### src/rtl/fp_dma_panel.sv
// fp_dma_panel: front-panel examine/deposit controller performing DMA cycles via HOLD/HLDA.
// Ports:
//   clk, reset            system clock, synchronous active-high reset
//   pause                 CPU stopped; panel commands accepted only while high
//   cmd_examine, cmd_examine_next, cmd_deposit, cmd_deposit_next   one-cycle command pulses
//   sw_addr, sw_data      panel address/data switches
//   hold_req, hlda        bus request to CPU and its acknowledge
//   bus_addr, bus_dout, bus_din, bus_rd, bus_we   DMA memory bus
//   cur_addr, disp_data   panel address register and last read data (LEDs)
//   busy, err             operation in progress, sticky hold-timeout flag
module fp_dma_panel #(
    parameter int ADDR_W  = 16,
    parameter int DATA_W  = 8,
    parameter int RD_LAT  = 1,
    parameter int HOLD_TO = 255
) (
    input  logic              clk,
    input  logic              reset,
    input  logic              pause,
    input  logic              cmd_examine,
    input  logic              cmd_examine_next,
    input  logic              cmd_deposit,
    input  logic              cmd_deposit_next,
    input  logic [ADDR_W-1:0] sw_addr,
    input  logic [DATA_W-1:0] sw_data,
    output logic              hold_req,
    input  logic              hlda,
    output logic [ADDR_W-1:0] bus_addr,
    output logic [DATA_W-1:0] bus_dout,
    input  logic [DATA_W-1:0] bus_din,
    output logic              bus_rd,
    output logic              bus_we,
    output logic [ADDR_W-1:0] cur_addr,
    output logic [DATA_W-1:0] disp_data,
    output logic              busy,
    output logic              err
);
    localparam int HC_W = $clog2(HOLD_TO + 1);

    typedef enum logic [2:0] {IDLE, REQ, WR, RD, REL} state_t;

    state_t            state, state_nx;
    logic [HC_W-1:0]   hold_cnt;
    logic [3:0]        rd_cnt;
    logic [ADDR_W-1:0] target;
    logic [DATA_W-1:0] wdata;
    logic              is_wr;
    logic              accept;
    logic              last_rd;
    logic              timeout;

    assign accept  = state == IDLE && pause &&
                     (cmd_examine | cmd_examine_next | cmd_deposit | cmd_deposit_next);
    assign last_rd = rd_cnt == 4'(RD_LAT - 1);
    // Abort after exactly HOLD_TO request cycles; an hlda seen on the last one still wins.
    assign timeout = hold_cnt == HC_W'(HOLD_TO - 1) && !hlda;

    always_ff @(posedge clk) begin
        if (reset) begin
            state     <= IDLE;
            hold_cnt  <= '0;
            rd_cnt    <= '0;
            target    <= '0;
            wdata     <= '0;
            is_wr     <= 1'b0;
            cur_addr  <= '0;
            disp_data <= '0;
            err       <= 1'b0;
        end else begin
            state    <= state_nx;
            hold_cnt <= state == REQ ? hold_cnt + 1'b1 : '0;
            rd_cnt   <= state == RD ? rd_cnt + 1'b1 : '0;
            if (accept) begin
                err   <= 1'b0;
                wdata <= sw_data;
                is_wr <= cmd_deposit_next | cmd_deposit;
                // deposit_next > deposit > examine_next > examine
                target <= (cmd_deposit_next | (!cmd_deposit & cmd_examine_next)) ? cur_addr + 1'b1 :
                          cmd_deposit ? cur_addr : sw_addr;
            end
            if (state == REQ && timeout)
                err <= 1'b1;
            if (state == RD && last_rd) begin
                disp_data <= bus_din;
                cur_addr  <= target;
            end
        end
    end

    always_comb begin
        state_nx = state;
        case (state)
            IDLE:    state_nx = accept ? REQ : IDLE;
            REQ:     state_nx = hlda ? (is_wr ? WR : RD) : (timeout ? REL : REQ);
            WR:      state_nx = RD;
            RD:      state_nx = last_rd ? REL : RD;
            REL:     state_nx = hlda ? REL : IDLE;
            default: state_nx = IDLE;
        endcase
    end

    assign hold_req = state == REQ || state == WR || state == RD;
    assign bus_we   = state == WR;
    assign bus_rd   = state == RD;
    assign bus_addr = (state == WR || state == RD) ? target : '0;
    assign bus_dout = state == WR ? wdata : '0;
    assign busy     = state != IDLE;

endmodule

### config.mk
export PLATFORM = sky130hd
export DESIGN_NAME = fp_dma_panel
export DESIGN_NICKNAME = d
export VERILOG_FILES = /design/src/rtl/fp_dma_panel.sv
export SDC_FILE = /design/constraint.sdc
export NUM_CORES = 1
export LEC_CHECK = 0
export CAP_MARGIN = 5
export CELL_PAD_IN_SITES_DETAIL_PLACEMENT = 1
export CELL_PAD_IN_SITES_GLOBAL_PLACEMENT = 1
export CORE_MARGIN = 4
export CORE_UTILIZATION = 45
export DETAILED_ROUTE_END_ITERATION = 6
export DONT_BUFFER_PORTS = 1
export GPL_TIMING_DRIVEN = 0
export PLACE_DENSITY_LB_ADDON = 0.05
export SYNTH_ARGS = -nofsm -noshare
export SYNTH_HDL_FRONTEND = slang
export SYNTH_SLANG_ARGS = --single-unit
### constraint.sdc
create_clock -name clk -period 4 [get_ports clk]
set_clock_uncertainty 0.05 [all_clocks]
set_input_delay 0.2 -clock clk [delete_from_list [all_inputs] [get_ports clk]]
set_output_delay 0.2 -clock clk [all_outputs]
set_load 0.02 [all_outputs]
==> results by group <==
Floorplanning
  • Die Y: 92.96 um
  • Die area: 8642 um2
  • Rows: 30
  • Die W: 92.96 um
  • I/O Pins: 93
  • Initial Util: 47.03%
  • Area of the core: slightly below 7000 um2

Place
  • HPWL after detailed placement: 7.516 mm
  • Final weighted congestion in routability-driven placement: 0.8869
  • Port Buffer Count: 0
  • Dpl ws: 1.663 ns
  • Placed Instances: 510

Min path
  • Min-delay src: hlda
  • HP Class: in -> reg

Worst setup path
  • Top Family by Delay on Critical Path: simple AND/OR/NAND/NOR gates
  • Slowest CP cell: nor3_1
  • CP Data Required Time: 4.19 ns
  • CP Cell Sequence: ha_1, nand3_1, nor3_1, o21ai_0, a32o_1
  • WS Path Type: reg -> reg
  • Setup crit end kind: flop
  • Maximum net fanout on the critical path: 8
  • CP Data Arrival Time: between 2 and 3 ns
  • CP max stage delay: 0.64 ns
  • CP startpoint: cur_addr[0]
  • Crit path launch type: flop
  • R2R Path Start: cur_addr[0]
  • Total buffers and inverters traversed by the critical path: 0

Synthesis
  • Synth Area in Simple Gates: 30.74%
  • Adder-cell share of the synthesized area: 1.926%
  • Cell count after synthesis: roughly 410
  • Largest family of logic cells by synthesized area: simple AND/OR/NAND/NOR gates
  • Post-synthesis cell type count: 54
  • Ys async rst share: 0%
  • Syn Area/Cell: 7.846 um2
  • Post-synthesis mux area share: 2.157%
  • Number of flops mapped to enable cells by yosys: 0
  • Post-synth top flop: dfxtp_1
  • Synthesized cell area: 3248 um2
  • Yosys reg bits: 65
  • Compound-Gate Fraction of Synth Area: 18.91%
  • Post-synthesis sequential area ratio: 40.06%
  • Xor/xnor share of the synthesized area: around 1.9%
  • Yosys Warn Count: 0
  • Syn_nets: ~460

Global route
  • Initial antenna violation count: 0
  • Global-route wire length before repair: about 17 mm
  • Largest net degree at the start of global routing: 12
  • GR Util All Layers: 25.96%
  • Grt ovf: 0
  • Number of global-route vias before repair: 3291

Outcome
  • Status: finished clean

Detailed routing
  • Antenna-violating nets left: 0
  • Initial DRT Pass Iterations: 4
  • DR vias: roughly 3200
  • Iter 0 DRT Violations: between 150 and 200
  • WL final: about 11 mm
  • WL/cell: 19.89 um
  • # DRC: 0
  • Vias/cell: 5.840

Clocking
  • Worst-skew pair later-pin latency: 0.34 ns
  • CTS tree: done
  • Clock buffer depth: 2
  • CTS resizes: 0
  • H-tree Lvls: 3
  • Inserted Clock Buffers: 9
  • Post-CTS Hold Buffers: 18
  • Sink Count: 65
  • Clock transition at the registers of the reported paths: 0.07 ns
  • Root Buffer: clkbuf_8
  • Post-CTS setup buffer count: 0

Timing
  • Final setup viols: 0
  • Worst rel slew slack: between 50% and 60%
  • Fin crit share: around 61%
  • Fmax: 0.4124 GHz
  • Setup WS post-layout: 1.575 ns
  • Minimum clock period: 2.425 ns
  • Measured slew at the worst slew-check pin: 0.7161 ns
  • Final TNS setup: 0 ns
  • Fin. Hold Viols: 0
  • RSZ-0062 raised after global routing: false
  • Slew Viols, Final: 0

Finish
  • Area grow syn2layout: 16.02%
  • # diodes: 0
  • Final Non-Filler Cells: 544
  • Share of post-route cells with drive strength above 1: 6.696%
  • Final Net Count: 488

Flow run
  • Max-cap violations: 0

Power and ir drop
  • Peak supply drop: 0.2852 mV
  • Power per cell area: ~410 nW/um2
  • Static Leakage: 1.361 nW
[cells by family after synthesis]
logic type,after synthesis
fa+ha+maj,5
compound gates,96
xor+xnor,7
buf+inv,33
simple gates,201
flops,65
mux,7
[power by group]
| group | switching [mW] | leakage, nW | internal [mW] |
|---|---|---|---|
| Combinational | 0.129 | 0.720 | 0.0709 |
| Sequential | 0.0256 | 0.527 | 0.674 |
| Clock | 0.265 | 0.113 | 0.367 |
[worst reg2reg max path: stages (launching register included)]
cell     delay, ns
dfxtp_1       0.60
ha_1          0.29
nand3_1       0.25
nor3_1        0.64
o21ai_0       0.24
a32o_1        0.24
[per-layer routing]
layer	track usage, %	routed length (um)	vias up
li1	-	-	1510
met1	31.85	4666	1558
met2	44.15	5260	93
met3	7.230	726	16
met4	7.692	169	0
met5	0	0	-
[path summary, 6_finish.rpt]
path	end	slack, ns	depth (start not counted)
max	target[8]	1.57	5
min	state[0]	0.05	3
max reg2reg	target[8]	1.57	5
min reg2reg	wdata[0]	0.40	2
[cell type report]
cell class                      count  area, um2
Timing Repair Buffer               18      180.2
Buffer                             24      106.4
Fill cell                         892       3138
Sequential cell                    65       1301
Clock buffer                       11      141.4
Inverter                            9      33.78
Clock inverter                      5      78.83
Tap cell                           96      120.1
Multi-Input combinational cell    316       1807
[cell usage after synthesis, types with 2 or more instances]
library cell / number / area, um2
a211o_1: 2 / 17.52
a211oi_1: 2 / 15.01
a21oi_1: 47 / 235.2
a311o_1: 3 / 30.03
a31oi_1: 4 / 25.02
a41o_1: 3 / 30.03
and2_1: 27 / 168.9
and3_1: 10 / 62.56
buf_2: 7 / 35.03
clkbuf_1: 16 / 60.06
dfxtp_1: 65 / 1301
ha_1: 5 / 62.56
inv_1: 9 / 33.78
mux2i_1: 7 / 70.07
nand2_1: 92 / 345.3
nand2b_1: 3 / 18.77
nand3_1: 8 / 40.04
nand3b_1: 3 / 22.52
nand4_1: 7 / 43.79
nand4b_1: 2 / 17.52
nor2_1: 21 / 78.83
nor2b_1: 4 / 25.02
nor3_1: 11 / 55.05
nor4_1: 2 / 12.51
o2111ai_1: 2 / 17.52
o211ai_1: 3 / 22.52
o21a_1: 2 / 15.01
o21ai_0: 10 / 50.05
o22ai_1: 3 / 18.77
o41ai_1: 3 / 26.28
or3_1: 3 / 18.77
xnor2_1: 3 / 26.28
xor2_1: 4 / 35.03
[metrics by stage]
stage / total power [mW] / util (%) / hold slack (ns) / instance area, um2
after floorplan: 0.8408 / - / 0.2260 / 3248
after global placement: 0.8916 / 48.77 / 0.2282 / 3368
after detailed placement: 0.8969 / 48.77 / 0.2316 / 3368
after CTS: 1.539 / 54.57 / 0.04076 / 3769
after global routing: 1.599 / 54.57 / 0.07205 / 3769
final: 1.532 / 54.57 / 0.04548 / 3769
[sequential cells by signal, indices dropped and copies added (netlist names)]
signal and flops:
cur_addr 16, disp_data 8, err 1, hold_cnt 8, is_wr 1, rd_cnt 4, state 3, target 16
wdata 8
[placed cells by master (no fill, tap or decap), types with 4 or more instances in the layout]
cell / count
a21oi_1: 47
a31oi_1: 4
and2_1: 27
and3_1: 10
buf_2: 7
clkbuf_1: 17
clkbuf_8: 10
dfxtp_1: 65
dlygate4sd3_1: 18
ha_1: 5
inv_1: 9
mux2i_1: 7
nand2_1: 92
nand3_1: 8
nand4_1: 7
nor2_1: 21
nor2b_1: 4
nor3_1: 11
o21ai_0: 10
xor2_1: 4
(Power assumes the default switching activity.)
